File: src/rtl/mem_copy_engine.sv
// -----------------------------------------------------------------------------
// mem_copy_engine
//
// Memory-to-memory copy engine that drives a two-port, byte-lane word memory.
// It copies word_count 32-bit words from src_addr to dst_addr with memmove
// semantics, so overlapping regions are copied correctly. The copy runs
// descending when the destination starts inside the source block, and
// ascending otherwise. Each word takes two cycles: READ, then WRITE.
//
// Optional feature: define MEM_COPY_VERIFY_EN to add a VERIFY state after
// every WRITE. VERIFY reads the destination word back. On a mismatch it sets
// the sticky err output and aborts the transfer. Each word then costs three
// cycles. Without the macro, err is tied to 0.
//
// Ports
//   clk            clock; all state updates on posedge
//   rst            asynchronous active-high reset
//   start          copy request, sampled only when idle
//   src_addr       source byte address (bits [1:0] ignored)
//   dst_addr       destination byte address (bits [1:0] ignored)
//   word_count     number of words to copy (0 = no memory access)
//   busy           high in every state except IDLE
//   done           one-cycle completion pulse
//   err            sticky verify-mismatch flag (0 unless MEM_COPY_VERIFY_EN)
//   mem_addr1/2    memory port addresses (0 when the port is unused)
//   mem_data1/2_in memory write data (0 unless writing)
//   mem_we         write enable; both ports write the same word
//   mem_data1/2_out combinational memory read data
// -----------------------------------------------------------------------------
module mem_copy_engine #(
   parameter int CNT_W = 8
) (
   input  logic                 clk,
   input  logic                 rst,
   input  logic                 start,
   input  logic [31:0]          src_addr,
   input  logic [31:0]          dst_addr,
   input  logic [CNT_W-1:0]     word_count,
   output logic                 busy,
   output logic                 done,
   output logic                 err,
   output logic [31:0]          mem_addr1,
   output logic [31:0]          mem_addr2,
   output logic [0:3][7:0]      mem_data1_in,
   output logic [0:3][7:0]      mem_data2_in,
   output logic                 mem_we,
   input  logic [0:3][7:0]      mem_data1_out,
   input  logic [0:3][7:0]      mem_data2_out
);

   typedef enum logic [2:0] {
      S_IDLE,
      S_READ,
      S_WRITE,
      S_VERIFY,
      S_DONE
   } state_t;

   state_t             state_reg, state_next;
   logic [31:0]        cur_src_reg, cur_dst_reg;
   logic [CNT_W-1:0]   rem_reg;
   logic               desc_reg;
   logic [0:3][7:0]    buf_reg;

   logic               accept;    // start taken in IDLE
   logic               advance;   // word finished: step pointers, count down
   logic               last_word;

   // ------------------------------------------------------------------
   // Start-time address and direction computation
   // ------------------------------------------------------------------
   logic [31:0]        src_a, dst_a;
   logic [32:0]        src_end;   // 33 bits so src + 4*count cannot wrap
   logic [CNT_W-1:0]   cnt_m1;
   logic [31:0]        last_off;
   logic               go_desc;

   assign src_a    = {src_addr[31:2], 2'b00};
   assign dst_a    = {dst_addr[31:2], 2'b00};
   assign src_end  = {1'b0, src_a} + {{(31-CNT_W){1'b0}}, word_count, 2'b00};
   assign cnt_m1   = word_count - CNT_W'(1);
   assign last_off = {{(30-CNT_W){1'b0}}, cnt_m1, 2'b00};

   // The destination starts inside the source block. An ascending copy would
   // overwrite source words before they are read, so copy from the top down.
   assign go_desc  = (dst_a > src_a) && ({1'b0, dst_a} < src_end);

   assign last_word = (rem_reg == CNT_W'(1));

   // Bits of the inputs that the design does not use.
   logic unused_bits;
`ifdef MEM_COPY_VERIFY_EN
   assign unused_bits = ^{src_addr[1:0], dst_addr[1:0]};
`else
   assign unused_bits = ^{src_addr[1:0], dst_addr[1:0], mem_data1_out};
`endif

`ifdef MEM_COPY_VERIFY_EN
   logic mismatch;
   logic err_reg;
   assign err = err_reg;
`else
   assign err = 1'b0;
`endif

   // ------------------------------------------------------------------
   // State register
   // ------------------------------------------------------------------
   always_ff @(posedge clk or posedge rst) begin
      if (rst) begin
         state_reg <= S_IDLE;
      end else begin
         state_reg <= state_next;
      end
   end

   // ------------------------------------------------------------------
   // Next state and Moore outputs
   // ------------------------------------------------------------------
   always_comb begin
      state_next   = state_reg;
      busy         = 1'b1;
      done         = 1'b0;
      mem_we       = 1'b0;
      mem_addr1    = 32'd0;
      mem_addr2    = 32'd0;
      mem_data1_in = '0;
      mem_data2_in = '0;
      accept       = 1'b0;
      advance      = 1'b0;
`ifdef MEM_COPY_VERIFY_EN
      mismatch     = 1'b0;
`endif
      case (state_reg)
         S_IDLE: begin
            busy = 1'b0;
            if (start) begin
               accept     = 1'b1;
               state_next = (word_count == '0) ? S_DONE : S_READ;
            end
         end
         S_READ: begin
            mem_addr2  = cur_src_reg;
            state_next = S_WRITE;
         end
         S_WRITE: begin
            // Both ports write the same word, so their write order does
            // not matter.
            mem_addr1    = cur_dst_reg;
            mem_addr2    = cur_dst_reg;
            mem_data1_in = buf_reg;
            mem_data2_in = buf_reg;
            mem_we       = 1'b1;
`ifdef MEM_COPY_VERIFY_EN
            state_next   = S_VERIFY;
`else
            advance      = 1'b1;
            state_next   = last_word ? S_DONE : S_READ;
`endif
         end
`ifdef MEM_COPY_VERIFY_EN
         S_VERIFY: begin
            mem_addr1 = cur_dst_reg;
            if (mem_data1_out != buf_reg) begin
               mismatch   = 1'b1;
               state_next = S_DONE;
            end else begin
               advance    = 1'b1;
               state_next = last_word ? S_DONE : S_READ;
            end
         end
`endif
         S_DONE: begin
            done       = 1'b1;
            state_next = S_IDLE;
         end
         default: begin
            state_next = S_IDLE;
         end
      endcase
   end

   // ------------------------------------------------------------------
   // Datapath: pointers, remaining count, word buffer
   // ------------------------------------------------------------------
   always_ff @(posedge clk or posedge rst) begin
      if (rst) begin
         cur_src_reg <= 32'd0;
         cur_dst_reg <= 32'd0;
         rem_reg     <= '0;
         desc_reg    <= 1'b0;
         buf_reg     <= '0;
      end else begin
         if (accept && (word_count != '0)) begin
            rem_reg  <= word_count;
            desc_reg <= go_desc;
            if (go_desc) begin
               cur_src_reg <= src_a + last_off;
               cur_dst_reg <= dst_a + last_off;
            end else begin
               cur_src_reg <= src_a;
               cur_dst_reg <= dst_a;
            end
         end
         if (state_reg == S_READ) begin
            buf_reg <= mem_data2_out;
         end
         if (advance) begin
            rem_reg     <= rem_reg - CNT_W'(1);
            cur_src_reg <= desc_reg ? cur_src_reg - 32'd4 : cur_src_reg + 32'd4;
            cur_dst_reg <= desc_reg ? cur_dst_reg - 32'd4 : cur_dst_reg + 32'd4;
         end
      end
   end

`ifdef MEM_COPY_VERIFY_EN
   // Sticky until reset or the next accepted start.
   always_ff @(posedge clk or posedge rst) begin
      if (rst) begin
         err_reg <= 1'b0;
      end else if (accept) begin
         err_reg <= 1'b0;
      end else if (mismatch) begin
         err_reg <= 1'b1;
      end
   end
`endif

endmodule

File: config.mk
export PLATFORM = sky130hd
export DESIGN_NAME = mem_copy_engine
export DESIGN_NICKNAME = d
export VERILOG_FILES = /design/src/rtl/mem_copy_engine.sv
export SDC_FILE = /design/constraint.sdc
export NUM_CORES = 1
export LEC_CHECK = 0
export CAP_MARGIN = 20
export CORE_UTILIZATION = 50
export CTS_CLUSTER_DIAMETER = 60
export DETAILED_ROUTE_END_ITERATION = 10
export DONT_BUFFER_PORTS = 1
export GPL_ROUTABILITY_DRIVEN = 0
export SYNTH_ARGS = -nofsm -noshare
export SYNTH_HDL_FRONTEND = slang
export SYNTH_SLANG_ARGS = --single-unit
File: constraint.sdc
create_clock -name clk -period 6 [get_ports clk]
set_input_delay 1.5 -clock clk [delete_from_list [all_inputs] [get_ports clk]]
set_output_delay 1.5 -clock clk [all_outputs]
set_load 0.02 [all_outputs]
==> results of run 1 <==
[per-layer routing]
| metal | track usage (%) | up-vias | routed length [um] |
|---|---|---|---|
| li1 | - | 5228 | - |
| met1 | 39.2 | 5018 | 16000 |
| met2 | 45.3 | 374 | 15400 |
| met3 | 4.32 | 44 | 2470 |
| met4 | 6.91 | 0 | 633 |
| met5 | 0 | - | 0 |
[critical path, cell delays in order]
cell      delay [ns]
ha_1            0.25
a21o_1          0.10
a21oi_1         0.08
o21bai_1        0.15
a21oi_1         0.11
o21ba_2         0.21
o21ai_0         0.27
nand4_1         0.28
buf_4           0.25
nor2_1          0.14
xnor2_1         0.14
ha_1            0.24
nand4_1         0.15
o21ai_0         0.11
o22ai_1         0.21
o211a_1         0.23
nor4_2          0.06
buf_4           0.14
nor3_4          0.45
buf_4           0.25
and4_1          0.19
nor3_1          0.05
buf_4           0.19
a211oi_1        0.19
[synthesized netlist by cell type, drive strengths merged, types with 21 or more instances]
cell,count
inv,63
a211oi,21
a21o,64
buf,49
xnor2,85
a21oi,102
dfrtp,104
o21ai,85
nand3,59
xor2,39
mux2,36
clkbuf,50
nand2,88
ha,142
nand4,28
nor3,31
nor2,72
and3,84
[layout make-up]
| type | instances | area [um2] | area share, % |
|---|---|---|---|
| Clock buffer | 10 | 239 | 1.92 |
| Sequential cell | 104 | 2600 | 20.9 |
| Timing Repair Buffer | 43 | 348 | 2.79 |
| Inverter | 64 | 243 | 1.95 |
| Clock inverter | 6 | 47.5 | 0.382 |
| Multi-Input combinational cell | 1176 | 8580 | 68.9 |
| Tap cell | 319 | 399 | 3.20 |
[power groups by stage]
stage          Sequential [mW]  Clock (mW)  Combinational (mW)
2_1_floorplan            0.728           0               0.323
3_3_place_gp             0.729           0               0.398
3_5_place_dp             0.730           0               0.405
4_1_cts                  0.715       0.603               0.406
5_1_grt                  0.717       0.627               0.456
6_report                 0.715       0.587               0.403
[logic make-up after synthesis]
kind of cell,count (synthesis),share of synthesized area [%]
other cells,1,0.0315
mux,46,4.25
flops,104,21.9
fa+ha+maj,147,15.8
buf+inv,163,6.47
compound gates,408,22.3
xor+xnor,124,9.13
simple gates,446,20.2
[stage by stage]
stage	utilization (%)	cell area, um2	TNS [ns]	cells	hold slack, ns
3_5_place_dp	52.0	12200	-6.27	1706	0.489
6_report	53.2	12500	0	1722	0.501
4_1_cts	53.2	12500	0	1722	0.505
2_1_floorplan	-	11900	0	1443	0.471
3_3_place_gp	52.0	12200	-4.49	1706	0.480
5_1_grt	53.2	12500	0	1722	0.516
[path summary, 6_finish.rpt]
path / depth (start not counted) / slack (ns) / endpoint / from
max in group asynchronous: 2 / 3.82 / cur_src_reg[17] / rst
min in group asynchronous: 1 / 1.17 / cur_src_reg[3] / rst
worst max register to register: 11 / 1.99 / cur_src_reg[30] / desc_reg
worst min register to register: 1 / 0.50 / buf_reg[22] / buf_reg[22]
worst min-delay path: 1 / 0.50 / buf_reg[22] / buf_reg[22]
worst max-delay path: 24 / 0.30 / cur_src_reg[28] / src_addr[3]
==> metrics.txt, run 1 <==
CTS tree yes; Diodes inserted 0; worst-path fanout max 11; WP data required 6.26 ns; Max VDD drop 124 uV; Starting DRT DRC Count about 690; pre-CTS WS -0.237 ns; worst-margin pin slew between 1 and 1.5 ns; CTS H-tree lvls 3; die area around 0.024 mm2; Tmin final roughly 5.7 ns; fillers 2307; switching share of total power 30.9%; DIE WIDTH 156 um; Post-synth EDFFs 0; Clock Tree Root clkbuf_16; wire per inst around 20 um; number of flip-flops in the largest register 32; Hold/Removal Path Class reg -> reg; Critical Path Start Type input pin; synthesized flop and latch total around 100; Seq pwr share a little over two fifths; Yosys cell types 76; Routed Antenna Nets 0; fin. max-slew vios 0; Syn Area/Cell ~8.3 um2; setup ws final 0.302 ns; Power Density 137 mW/mm2; Num Clock Sinks 104; CP endpoint kind flop; total grt overflow 0; slew margin rel. between 20% and 30%; Clock Skew 0.0147 ns; Sw Pwr 0.527 mW; Starting Density roughly 51%; Overall Power 1.71 mW; top_reg_cell synth dfrtp_1; CTS clk-pin slew, worst paths 0.08 ns; hold-fix buffer count after cts 0; RSZ-0062 raised after global routing no; Tot GR Track Use 28.1%; TritonRoute pass-1 iters 5; height of the die 156 um; initial antenna violation count 0; Yosys top cell by area dfrtp_1; outcome finished, final reports clean; Skew-Pair Late Insertion Delay 0.35 ns; Crit Path Class in -> reg; I/O Pins 271; Seq/Total Area, Yosys 21.9%; DR vias 10.7k; global-route wire length before repair 53.8 mm; most frequent cells in the layout 142 x ha_1, 103 x dfrtp_1, 101 x a21oi_1, 87 x nand2_1, 85 x xnor2_1; f_max 0.175 GHz; Leakage 5.81 nW; Area Overhead vs Synth 4.67%; Post-Syn Instances about 1.4k; final wirelength approximately 35 mm; Mapped Area 0.0119 mm2; Core Region around 0.023 mm2; layout cells sized above 1 9.41%; top area cells in the synthesized netlist dfrtp_1 22%, ha_1 15%, xnor2_1 6.3%, and3_1 4.4%, a21oi_1 4.2%; clock power share between 30% and 40%; number of placement rows 56; Ys Warns 0; Async S/R FF share, synth 100%; # DRC 0; Vias/cell a little over 6; Yosys top cell area share between 20 and 25%; Final Cycle Share between 90 and 100%; port buffer count 0; post_cts resized 0; hpwl dp 27.0 mm; commonest non-fill, non-tap cell in the layout ha_1; Final Net Count 1684; vias in the first global route roughly 10k; max-cap viol count 0; Longest Clk Path Bufs 2; CTS Buf Count 9; final hold violation count 0; Arr. time, crit path 5.96 ns; Post-CTS Setup Inserts 0; final setup fails 0; largest net degree at the start of global routing 74; combinational power share 23.6%; Internal Power around 1.2 mW
(Power assumes the default switching activity.)
==> run 2: changes to the inputs <==
Settings changed: ABC_CLOCK_PERIOD_IN_PS from default to 6000.
==> results of run 2 <==
Final layout, timing and power as in run 1 (identical DEF).
